===== config.mk =====
export PLATFORM = sky130hd
export DESIGN_NAME = ni_flit_injector
export DESIGN_NICKNAME = d
export VERILOG_FILES = /design/src/rtl/noc_flit_pkg.sv /design/src/rtl/flit_tx_skid_fifo.sv /design/src/rtl/ni_flit_injector.sv
export SDC_FILE = /design/constraint.sdc
export NUM_CORES = 1
export LEC_CHECK = 0
export CAP_MARGIN = 10
export CORE_ASPECT_RATIO = 0.6
export CORE_MARGIN = 1.5
export CORE_UTILIZATION = 43
export CTS_CLUSTER_DIAMETER = 40
export DETAILED_ROUTE_END_ITERATION = 10
export PLACE_DENSITY = 0.87
export SLEW_MARGIN = 20
export SYNTH_ARGS = -nofsm -noshare
export SYNTH_HDL_FRONTEND = slang
export SYNTH_HIERARCHICAL = 1
export SYNTH_SLANG_ARGS = --single-unit

===== constraint.sdc =====
create_clock -name clk -period 2.45 [get_ports clk]
set_clock_uncertainty 0.2 [all_clocks]
set_input_delay 0.735 -clock clk [delete_from_list [all_inputs] [get_ports clk]]
set_output_delay 0.735 -clock clk [all_outputs]
set_load 0.02 [all_outputs]

===== src/rtl/noc_flit_pkg.sv =====
// rtl/noc_flit_pkg.sv - shared flit width, transmitter FSM states and output-FIFO entry type
package noc_flit_pkg;

    localparam int NOC_FLIT_WIDTH = 80;

    typedef enum logic {
        IDLE = 1'b0,
        BODY = 1'b1
    } tx_state_e;

    typedef struct packed {
        logic [NOC_FLIT_WIDTH-1:0] flit;
        logic                      tail;
    } flit_entry_t;

endpackage


===== src/rtl/flit_tx_skid_fifo.sv =====
// rtl/flit_tx_skid_fifo.sv - 2-entry register FIFO; head entry is always on data_o
module flit_tx_skid_fifo #(
    parameter int DW = 81
) (
    input  logic          clk,
    input  logic          rst_n,
    input  logic          push_i,
    input  logic          pop_i,
    input  logic [DW-1:0] data_i,
    output logic [DW-1:0] data_o,
    output logic [1:0]    count_o,
    output logic          room_o,
    output logic          empty_o
);

    logic [DW-1:0] head_q;
    logic [DW-1:0] next_q;
    logic [1:0]    count_q;

    // Callers only pop when non-empty and only push when room_o is high.
    always_ff @(posedge clk or negedge rst_n) begin
        if (!rst_n) begin
            head_q  <= '0;
            next_q  <= '0;
            count_q <= 2'd0;
        end else begin
            case ({push_i, pop_i})
                2'b10: begin
                    if (count_q == 2'd0) begin
                        head_q <= data_i;
                    end else begin
                        next_q <= data_i;
                    end
                    count_q <= count_q + 2'd1;
                end
                2'b01: begin
                    head_q  <= next_q;
                    count_q <= count_q - 2'd1;
                end
                2'b11: begin
                    if (count_q == 2'd1) begin
                        head_q <= data_i;
                    end else begin
                        head_q <= next_q;
                        next_q <= data_i;
                    end
                end
                default: ;
            endcase
        end
    end

    assign data_o  = head_q;
    assign count_o = count_q;
    assign room_o  = (count_q != 2'd2);
    assign empty_o = (count_q == 2'd0);

endmodule


===== src/rtl/ni_flit_injector.sv =====
// rtl/ni_flit_injector.sv - NI flit transmitter: descriptor + payload to stall/go flits (stats: NI_FLIT_INJECTOR_STATS_EN)
module ni_flit_injector
    import noc_flit_pkg::*;
#(
    parameter int FLIT_WIDTH = NOC_FLIT_WIDTH,
    parameter int LEN_WIDTH  = 4
) (
    input  logic                  clk,
    input  logic                  rst,
    input  logic                  pkt_valid,
    output logic                  pkt_ready,
    input  logic [FLIT_WIDTH-1:0] pkt_header,
    input  logic [LEN_WIDTH-1:0]  pkt_len,
    input  logic                  pld_valid,
    output logic                  pld_ready,
    input  logic [FLIT_WIDTH-1:0] pld_data,
    output logic [FLIT_WIDTH-1:0] FLIT_out,
    output logic                  VALID_out,
    output logic                  FWDAUX1_out,
    input  logic                  BWDAUX1_in,
    input  logic                  BWDAUX2_in,
    input  logic                  BWDAUX3_in
`ifdef NI_FLIT_INJECTOR_STATS_EN
    ,
    output logic [31:0]           stall_cnt
`endif
);

    tx_state_e             state_q;
    logic [LEN_WIDTH-1:0]  remaining_q;
    flit_entry_t           push_entry;
    flit_entry_t           head_entry;
    logic [1:0]            fifo_count_unused;
    logic                  room;
    logic                  empty;
    logic                  pkt_fire;
    logic                  pld_fire;
    logic                  push;
    logic                  pop;
    logic                  aux_unused;

    assign aux_unused = BWDAUX2_in ^ BWDAUX3_in;

    // Readies depend only on registered state, never on BWDAUX1_in.
    assign pkt_ready = (state_q == IDLE) && room;
    assign pld_ready = (state_q == BODY) && room;
    assign pkt_fire  = pkt_valid && pkt_ready;
    assign pld_fire  = pld_valid && pld_ready;
    assign push      = pkt_fire || pld_fire;
    assign pop       = !empty && !BWDAUX1_in;

    always_comb begin
        push_entry = '0;
        if (state_q == IDLE) begin
            push_entry.flit = pkt_header;
            push_entry.tail = (pkt_len == '0);
        end else begin
            push_entry.flit = pld_data;
            push_entry.tail = (remaining_q == LEN_WIDTH'(1));
        end
    end

    always_ff @(posedge clk or negedge rst) begin
        if (!rst) begin
            state_q     <= IDLE;
            remaining_q <= '0;
        end else begin
            case (state_q)
                IDLE: begin
                    if (pkt_fire) begin
                        remaining_q <= pkt_len;
                        if (pkt_len != '0) begin
                            state_q <= BODY;
                        end
                    end
                end
                BODY: begin
                    if (pld_fire) begin
                        remaining_q <= remaining_q - LEN_WIDTH'(1);
                        if (remaining_q == LEN_WIDTH'(1)) begin
                            state_q <= IDLE;
                        end
                    end
                end
                default: state_q <= IDLE;
            endcase
        end
    end

    flit_tx_skid_fifo #(
        .DW($bits(flit_entry_t))
    ) u_fifo (
        .clk     (clk),
        .rst_n   (rst),
        .push_i  (push),
        .pop_i   (pop),
        .data_i  (push_entry),
        .data_o  (head_entry),
        .count_o (fifo_count_unused),
        .room_o  (room),
        .empty_o (empty)
    );

    assign FLIT_out    = head_entry.flit;
    assign FWDAUX1_out = head_entry.tail;
    assign VALID_out   = !empty;

`ifdef NI_FLIT_INJECTOR_STATS_EN
    logic [31:0] stall_cnt_q;

    always_ff @(posedge clk or negedge rst) begin
        if (!rst) begin
            stall_cnt_q <= 32'd0;
        end else if (VALID_out && BWDAUX1_in && (stall_cnt_q != 32'hFFFF_FFFF)) begin
            stall_cnt_q <= stall_cnt_q + 32'd1;
        end
    end

    assign stall_cnt = stall_cnt_q;
`endif

endmodule


Yosys cells after proc, flatten, opt, wreduce, memory -nomap -nowiden

Index checks and enable logic that the tools add are counted.

Register bits after elaboration: 169
Bits in latches: 0
Memory bits (writable): 0
ROM bits: 0
Input bits: 171
Output and inout bits: 84
Logic and storage cells: 53
Memories kept: 0

Add/subtract/negate cells: 3
Multiply operators: 0
Div/mod/pow operators: 0
$lt $le $gt $ge: 0
Eq/ne operators: 11
Shift-type cells: 0
Mux-type cells: 16
Bitwise gates (word level): 1
Reductions and logical operators: 17

Operators with widths:

| operator              | number |
|---|---|
| $mux W81              | 5 |
| $pmux W81 S3          | 1 |
| $pmux W81 S2          | 1 |
| $ne A2 B2 Y1 const B  | 5 |
| $mux W4               | 2 |
| $pmux W4 S2           | 1 |
| $logic_and A1 B1 Y1   | 5 |
| $eq A2 B1 Y1 const B  | 2 |
| $eq A2 B2 Y1 const B  | 2 |
| $eq A4 B1 Y1 const B  | 1 |
| $logic_not A4 Y1      | 1 |
| $mux W1               | 4 |
| $pmux W2 S2           | 1 |
| $reduce_and A2 Y1     | 2 |
| $reduce_bool A2 Y1    | 2 |
| $reduce_bool A4 Y1    | 1 |
| $sub A4 B1 Y4 const B | 1 |
| $reduce_and A3 Y1     | 1 |
| $reduce_bool A3 Y1    | 1 |
| $add A2 B1 Y2 const B | 1 |
| $logic_not A1 Y1      | 2 |
| $logic_not A2 Y1      | 1 |
| $ne A2 B1 Y1 const B  | 1 |
| $pmux W1 S2           | 1 |
| other kinds (3)       | 3 |

Longest topological paths before layout

Gate-level depths: netlist of the first run.

Word-level depth: 7
Gate-level depth with buffers: 13

Modules after synthesis

The synthesis of the first run kept the hierarchy.

By module, submodules not included:

| module            | times used | cells each | area each (sq um) |
|---|---|---|---|
| flit_tx_skid_fifo | 1          | 666        | 7294.5 |
| ni_flit_injector  | 1          | 133        | 1342.5 |

Worst setup path after synthesis of the first run

Ideal clock, no wire load.

Path kind: input to register
From: in pkt_valid
To: reg u_fifo.next_q[16]
Setup time: 125 ps
Data arrival time: 2389 ps
Data required time: 2125 ps
Setup slack: -264 ps
Cell stages on the path: 8
Path buffers: 1
Cells stage by stage: mux2i_4 -> nand2b_4 -> inv_1 -> ha_1 -> and2b_4 -> o21ai_4 -> buf_6 -> mux2_2

Cells in the longest elaborated chain, start to end: 5

Ends and longest elaborated chain:

| item                                                                | RTL line                | RTL |
|---|---|---|
| from (decl)                                                         | ni_flit_injector.sv:10  | `input logic pkt_valid,` |
| $logic_and A1 B1 Y1 *                                               | ni_flit_injector.sv:47  | `assign pkt_fire = pkt_valid && pkt_ready;` |
| $logic_or A1 B1 Y1 *                                                | ni_flit_injector.sv:49  | `assign push = pkt_fire \|\| pld_fire;` |
| named net push                                                      | ni_flit_injector.sv:38  | `logic push;` |
| $eq A2 B2 Y1                                                        | flit_tx_skid_fifo.sv:27 | `case ({push_i, pop_i})` |
| $ne A2 B2 Y1 (no source line) or $reduce_bool A2 Y1 (tied branches) | --                      |  |
| $reduce_and A3 Y1 (no source line)                                  | --                      |  |
| to (signal assigned)                                                | flit_tx_skid_fifo.sv:32 | `next_q <= data_i;` |
| to (signal assigned)                                                | flit_tx_skid_fifo.sv:45 | `next_q <= data_i;` |
| to (decl)                                                           | flit_tx_skid_fifo.sv:17 | `logic [DW-1:0] next_q;` |

Mark *: on every way through the listed nets, which the timed path passes. The rest lies on a longest branch.
A chain may end at the register's enable or synchronous reset.

Final worst setup path of the first run

From: in pkt_valid
To: reg u_fifo.next_q[25]

Same word-level chain as after synthesis.

==> results of run 1 <==
==> sequential cells by signal (all words and copies together), names as in the netlist <==
signal          count
u_fifo/count_o      2
state_q             1
u_fifo/next_q      81
remaining_q         4
u_fifo/data_o      81
==> cell families (layout without fill, tap and decap cells) <==
family | count (synthesis) | count (layout) | synth area share (%)
AOI/OAI and AO/OA | 254 | 254 | 16.3
DFF | 169 | 169 | 49.0
muxes | 163 | 163 | 21.4
and+or+nand+nor | 110 | 110 | 6.75
buffers and inverters | 91 | 368 | 5.00
adders and majority gates | 10 | 10 | 1.45
xor gates and xnor gates | 2 | 2 | 0.203
==> area by class of cell <==
cell class | instances | area share (%)
clock buffer | 20 | 3.58
clock inverter | 12 | 0.682
inverter | 11 | 0.336
multi-input combinational | 539 | 32.9
sequential | 169 | 32.5
tap | 266 | 2.55
timing repair buffer | 325 | 27.4
==> placed cells by master (no fill, tap or decap), types with 5 or more instances in the layout <==
cell type        instances
a21oi_1                 82
clkdlybuf4s50_1        244
inv_1                    6
ha_1                     5
dfrtp_1                168
nand2_1                  5
a31oi_1                 81
mux2_4                  68
nand3_1                 82
buf_4                   33
mux2_2                  93
clkbuf_16               24
buf_12                  26
o21ai_0                 84
buf_6                    5
==> through the flow <==
| step | utilization, % | power, mW | setup slack (ns) |
|---|---|---|---|
| 6_report | 67.3 | 19.3 | -0.0576 |
| 5_1_grt | 67.3 | 20.3 | -0.114 |
| 4_1_cts | 64.8 | 17.9 | -0.0784 |
| 3_5_place_dp | 61.4 | 15.0 | -0.712 |
| 3_3_place_gp | 61.4 | 14.6 | -0.669 |
| 2_1_floorplan | - | 11.1 | -0.141 |
==> cells in the mapped netlist (2+ instances only) <==
| library cell | number | area share [%] |
|---|---|---|
| mux2_2 | 153 | 20 |
| nor4_1 | 2 | 0.14 |
| mux2_1 | 8 | 1.0 |
| o31ai_1 | 2 | 0.17 |
| buf_2 | 21 | 1.2 |
| clkbuf_1 | 50 | 2.2 |
| ha_1 | 10 | 1.4 |
| a211o_1 | 2 | 0.20 |
| a31oi_1 | 81 | 5.9 |
| and2_1 | 2 | 0.14 |
| a21oi_1 | 82 | 4.8 |
| nand2b_1 | 5 | 0.36 |
| nand2_1 | 5 | 0.22 |
| nand3_1 | 82 | 4.8 |
| nor2_1 | 4 | 0.17 |
| buf_6 | 8 | 1.0 |
| o21ai_0 | 84 | 4.9 |
| dfrtp_1 | 169 | 49 |
| inv_1 | 10 | 0.43 |
| nor2b_1 | 3 | 0.22 |
==> power groups by stage <==
stage	clock network [mW]	registers [mW]	logic, mW
floorplan	0	5.74	5.35
global placement	0	5.03	9.61
detailed placement	0	5.11	9.93
CTS	2.59	5.08	10.2
global route	2.72	5.30	12.3
finish	2.55	5.16	11.6
==> worst register-to-register path, delay by kind of cell (launching register included) <==
kind                     cells  cell delay (ns)
AND/OR/NAND/NOR              2             0.35
buffers and inverters        3             0.44
flip-flops                   1             0.51
multiplexers                 2             0.51
adder cells (fa/ha/maj)      1             0.17
AO/OA/AOI/OAI                1             0.20
==> what timing repair did <==
item,CTS,global route
buffers inserted,4,4
hold buffers,0,0
setup endpoints to repair,167,133
pin swaps,1,3
cloned,2,8
resized for setup,25,80
==> per-layer routing <==
| metal | part of all wire [%] | wire length [um] |
|---|---|---|
| met4 | 0.88 | 246 |
| met3 | 9.9 | 2770 |
| met1 | 42 | 11700 |
| met5 | 0 | 0 |
| met2 | 47 | 13200 |
==> worst paths after layout <==
check | from | end | cells after the start
worst max-delay path | pkt_valid | u_fifo/next_q[25] | 10
worst min-delay path | rst | u_fifo/next_q[55] | 1
worst max register to register | state_q | u_fifo/next_q[25] | 9
worst min register to register | u_fifo/next_q[45] | u_fifo/next_q[45] | 1
max in group asynchronous | rst | state_q | 2
min in group clk | u_fifo/next_q[45] | u_fifo/next_q[45] | 1
==> impl_metrics.py, run 1 <==
metrics = {
    "routing": {
        "ant_nets": 0,
        "wire_per_inst_um": 20.8,
        "drt-initial-drc-count": 813,
        "postRouteWirelength_mm": 28.0,
        "via_per_inst": 5.87,
        "dr.pass1.iters": 5,
        "vias": 7881,
        "drc": 0,
    },
    "layout": {
        "area_delta_synth_final_pct": 50.9,
        "design_area_um2": 13000,
        "fin_nets": 1244,
        "fill_cells": 1421,
        "drive_gt1_share_pct": 27.1,
        "num_antenna_cells": 0,
        "stdcell_count": 1342,
        "multi_input_area_um2": 4290,
        "seq_area_um2": 4230,
    },
    "logic_synthesis": {
        "synth_cell_types": 36,
        "synthesis.instances": 799,
        "ys.flop_type": "dfrtp_1",
        "syn-num-nets": 980,
        "ys_ff_latch": 169,
        "ys_seq_area_share_pct": 49.0,
        "yosys_warnings": 6,
        "synth-edff-count": 0,
        "synthesis.area_um2": 8640,
        "avgSynthCellArea_um2": 10.8,
        "synthArstFlopShare_pct": 100,
    },
    "floorplanning": {
        "die_area_um2": 21000,
        "pin_count": 255,
        "start_util_pct": 44.6,
        "die_w_um": 186,
        "die_h_um": 113,
        "row_count": 39,
        "core-area_um2": 19400,
    },
    "global_route": {
        "grt_pass1_vias": 7767,
        "antenna_found_initial": 0,
        "grtUsageMet1_pct": 31.9,
        "met2_usage_pct": 41.0,
        "grt_max_degree": 55,
        "grt_pass1_wl_mm": 40.3,
        "grt_overflow_total": 0,
        "grt_busiest_layer": "met2",
        "track_usage_pct": 24.5,
        "grt.met3_usage_pct": 6.12,
    },
    "run": {
        "max-cap-violations": 0,
    },
    "worst_setup_path": {
        "crit_path_max_fanout": 8,
        "endpoint_kind": "flip-flop",
        "cpLargestDelayFamily": "buffers and inverters",
        "critPathArrivalTime_ns": 2.61,
        "critPathLaunchType": "input port",
        "crit_slowest_cell": "mux2_4",
        "path_class": "input port to flip-flop",
        "r2r_slack_ns": -0.05,
        "path_cells": "clkdlybuf4s15_1, mux2i_4, nand2b_4, inv_4, ha_4, and2b_4, o21ai_4, buf_8, clkbuf_16, mux2_4",
        "slowest_delay_ns": 0.31,
        "worstPathRequired_ns": 2.55,
        "path_buf_inv": 4,
    },
    "placement": {
        "dp.cells": 1293,
        "place.port_buffers": 252,
        "gp_congestion": 0.838,
        "dpl_cell_area_um2": 11900,
        "dpl.hpwl_mm": 17.5,
    },
    "timing": {
        "hold_viol": 0,
        "drv_slew": 0,
        "whs_ns": 0.0511,
        "finalCritPeriodShare_pct": 102,
        "tns_ns": -1.52,
        "setup_ws_ns": -0.0576,
        "rsz0062_at_grt": "true",
        "setup_viol": 70,
        "layout_min_cycle_time_ns": 2.51,
        "fmax_mhz": 399,
        "worst_pin_slew_ns": 0.699,
        "relSlewSlack_pct": 53.4,
    },
    "worst_hold_path": {
        "hold_path.class": "input port to async pin",
    },
    "power_and_ir_drop": {
        "netSwitchingPower_mw": 7.65,
        "peakVddDrop_mv": 0.782,
        "swShare_pct": 39.6,
        "power.share.clock_pct": 13.2,
        "p_seq_share_pct": 26.7,
        "power_density_nw_per_um2": 1480,
        "power_leakage_nw": 5.53,
        "p_int_mw": 11.7,
        "p_comb_share_pct": 60.1,
    },
    "status": {
        "violations": "negative setup slack",
        "outcome": "finished with violations",
    },
    "clocking": {
        "cts_tree": "done",
        "clockBufferDepth": 2,
        "path_clk_slew_ns": 0.07,
        "cts_buffers": 17,
        "htree_levels": 4,
        "clock_latency_ns": 0.42,
        "cts_root_buf": "clkbuf_16",
        "clkSinkCount": 169,
    },
}
Power figures use the tool's default switching activity.
==> run 2: changes to the inputs <==
- CORE_ASPECT_RATIO: 0.6 -> unset
==> run 2 against run 1 <==
  * The flow still finishes with violations (negative setup slack)
  * Total power shrank 4.5%
  * Sequential share of layout area grew 0.99 points
  * Sequential power is essentially flat
  * Clock power grew 11%
  * Die area shrank 0.13%
  * Fmax is essentially flat
  * First-iteration DRC count shrank 51%
  * Flip-flop and latch count is the same
  * Cell area shrank 2.9%
  * Via count shrank 2.9%
==> impl_metrics.py, run 2 (same netlist as run 1, synthesis figures left out) <==
metrics = {
    "status": {
        "outcome": "finished with violations",
        "violations": "negative setup slack",
    },
    "timing": {
        "hold_viol": 0,
        "rsz0062_at_grt": "true",
        "worst_pin_slew_ns": 0.691,
        "setup_viol": 55,
        "drv_slew": 0,
        "setup_ws_ns": -0.0565,
        "relSlewSlack_pct": 53.9,
        "layout_min_cycle_time_ns": 2.51,
        "fmax_mhz": 399,
        "finalCritPeriodShare_pct": 102,
    },
    "floorplanning": {
        "pin_count": 255,
        "die_h_um": 145,
        "die_w_um": 145,
        "die_area_um2": 20900,
        "core-area_um2": 19600,
        "row_count": 51,
        "start_util_pct": 44.1,
    },
    "worst_setup_path": {
        "crit_path_max_fanout": 20,
        "endpoint_kind": "flip-flop",
        "critPathLaunchType": "input port",
        "path_class": "input port to flip-flop",
        "worstPathRequired_ns": 2.56,
        "critPathArrivalTime_ns": 2.62,
    },
    "clocking": {
        "cts.hold.buffers_added": 0,
        "path_clk_slew_ns": 0.07,
        "clockBufferDepth": 2,
        "clkSinkCount": 169,
        "htree_levels": 4,
        "cts_buffers": 17,
        "cts_root_buf": "clkbuf_16",
        "clock_latency_ns": 0.43,
        "cts_tree": "done",
    },
    "global_route": {
        "track_usage_pct": 24.8,
        "grt_max_degree": 56,
        "grt_pass1_vias": 7786,
        "antenna_found_initial": 1,
        "grt_pass1_wl_mm": 39.9,
        "grt_overflow_total": 0,
    },
    "routing": {
        "via_per_inst": 5.79,
        "ant_nets": 0,
        "wire_per_inst_um": 19.9,
        "drc": 0,
        "dr.pass1.iters": 5,
        "postRouteWirelength_mm": 26.4,
        "vias": 7656,
        "drt-initial-drc-count": 396,
    },
    "power_and_ir_drop": {
        "power_density_nw_per_um2": 1460,
        "power_leakage_nw": 5.24,
        "swShare_pct": 39.4,
        "p_seq_share_pct": 27.8,
        "p_int_mw": 11.2,
        "netSwitchingPower_mw": 7.26,
        "power.share.clock_pct": 15.3,
        "p_comb_share_pct": 56.9,
        "peakVddDrop_mv": 0.614,
    },
    "placement": {
        "gp_congestion": 0.803,
        "dpl.hpwl_mm": 17.3,
        "pre_cts_slack_ns": -0.689,
        "place.port_buffers": 252,
    },
    "layout": {
        "seq_area_um2": 4230,
        "drive_gt1_share_pct": 24.7,
        "multi_input_area_um2": 4140,
        "postLayoutCoreUtil_pct": 64.6,
        "layout_commonest_cell": "clkdlybuf4s50_1",
        "fill_cells": 1465,
        "final_cell_mix": "clkdlybuf4s50_1, dfrtp_1, mux2_2",
        "area_delta_synth_final_pct": 46.5,
        "fin_nets": 1225,
    },
    "worst_hold_path": {
        "hold_path.class": "input port to async pin",
    },
    "run": {
        "max-cap-violations": 0,
    },
}
run 2: cell count changes in the layout (fill, tap and decap cells not counted), moves of 4 or more:
cell	before	now
buf_12	26	20
buf_6	5	1
mux2_2	93	123
clkbuf_16	24	20
mux2_1	0	7
buf_4	33	29
mux2_4	68	31
run 2: final timing paths:
| check | to | from | cells past startpoint | slack [ns] |
|---|---|---|---|---|
| setup / recovery | u_fifo/next_q[69] | pkt_valid | 10 | -0.06 |
| hold / removal | u_fifo/data_o[41] | rst | 1 | 0.04 |
| setup reg to reg | u_fifo/next_q[69] | state_q | 9 | -0.04 |
| hold reg to reg | u_fifo/next_q[11] | u_fifo/next_q[11] | 1 | 0.29 |
| max in group asynchronous | state_q | rst | 2 | 1.34 |
| min in group clk | u_fifo/next_q[11] | u_fifo/next_q[11] | 1 | 0.29 |
run 2: critical path, stage by stage:
cell and delay [ns]:
dlygate4sd2_1 0.27, mux2i_4 0.16, nand2b_4 0.16, inv_4 0.05, ha_4 0.16, and2b_4 0.17
o21ai_4 0.18, buf_12 0.18, buf_16 0.18, mux2_2 0.36
run 2: layout make-up:
class	count	share of cell area [%]
Sequential cell	169	33.5
Multi-Input combinational cell	539	32.7
Timing Repair Buffer	306	26.0
Clock buffer	18	3.39
Tap cell	265	2.62
Clock inverter	14	1.46
Inverter	11	0.346
Antenna cell	1	0.0198
run 2: routing by layer:
| layer | GRT usage [%] | vias to the layer above | part of all wire (%) |
|---|---|---|---|
| li1 | - | 3446 | - |
| met5 | 0 | - | 0 |
| met2 | 42.5 | 368 | 51 |
| met3 | 6.48 | 52 | 8.0 |
| met4 | 11.6 | 0 | 2.1 |
| met1 | 29.2 | 3790 | 39 |
run 2: power by group through the flow:
stage	sequential [mW]	combinational, mW	clock [mW]
after floorplan	5.74	5.35	0
after global placement	5.01	9.49	0
after detailed placement	5.09	9.84	0
after CTS	5.08	10.0	2.86
after global routing	5.28	11.2	2.98
final	5.13	10.5	2.82
run 2: stage by stage:
stage	total power [mW]	instances	hold WS, ns	TNS [ns]	cell area [um2]
finish	18.5	1323	0.0369	-2.02	12700
global placement	14.5	1282	0.267	-85.71	11800
global route	19.5	1323	0.0496	-4.76	12700
floorplan	11.1	799	0.239	-11.05	8680
detailed placement	14.9	1282	0.275	-93.99	11800
CTS	18.0	1316	0.0353	-0.436	12400
run 2: what timing repair did:
action / CTS / global route
buffers inserted: 1 / 3
cloned: 1 / 3
hold endpoints to repair: 0 / 0
pin swaps: 1 / 0
endpoints found under the setup margin: 165 / 88
gates resized for setup: 19 / 35
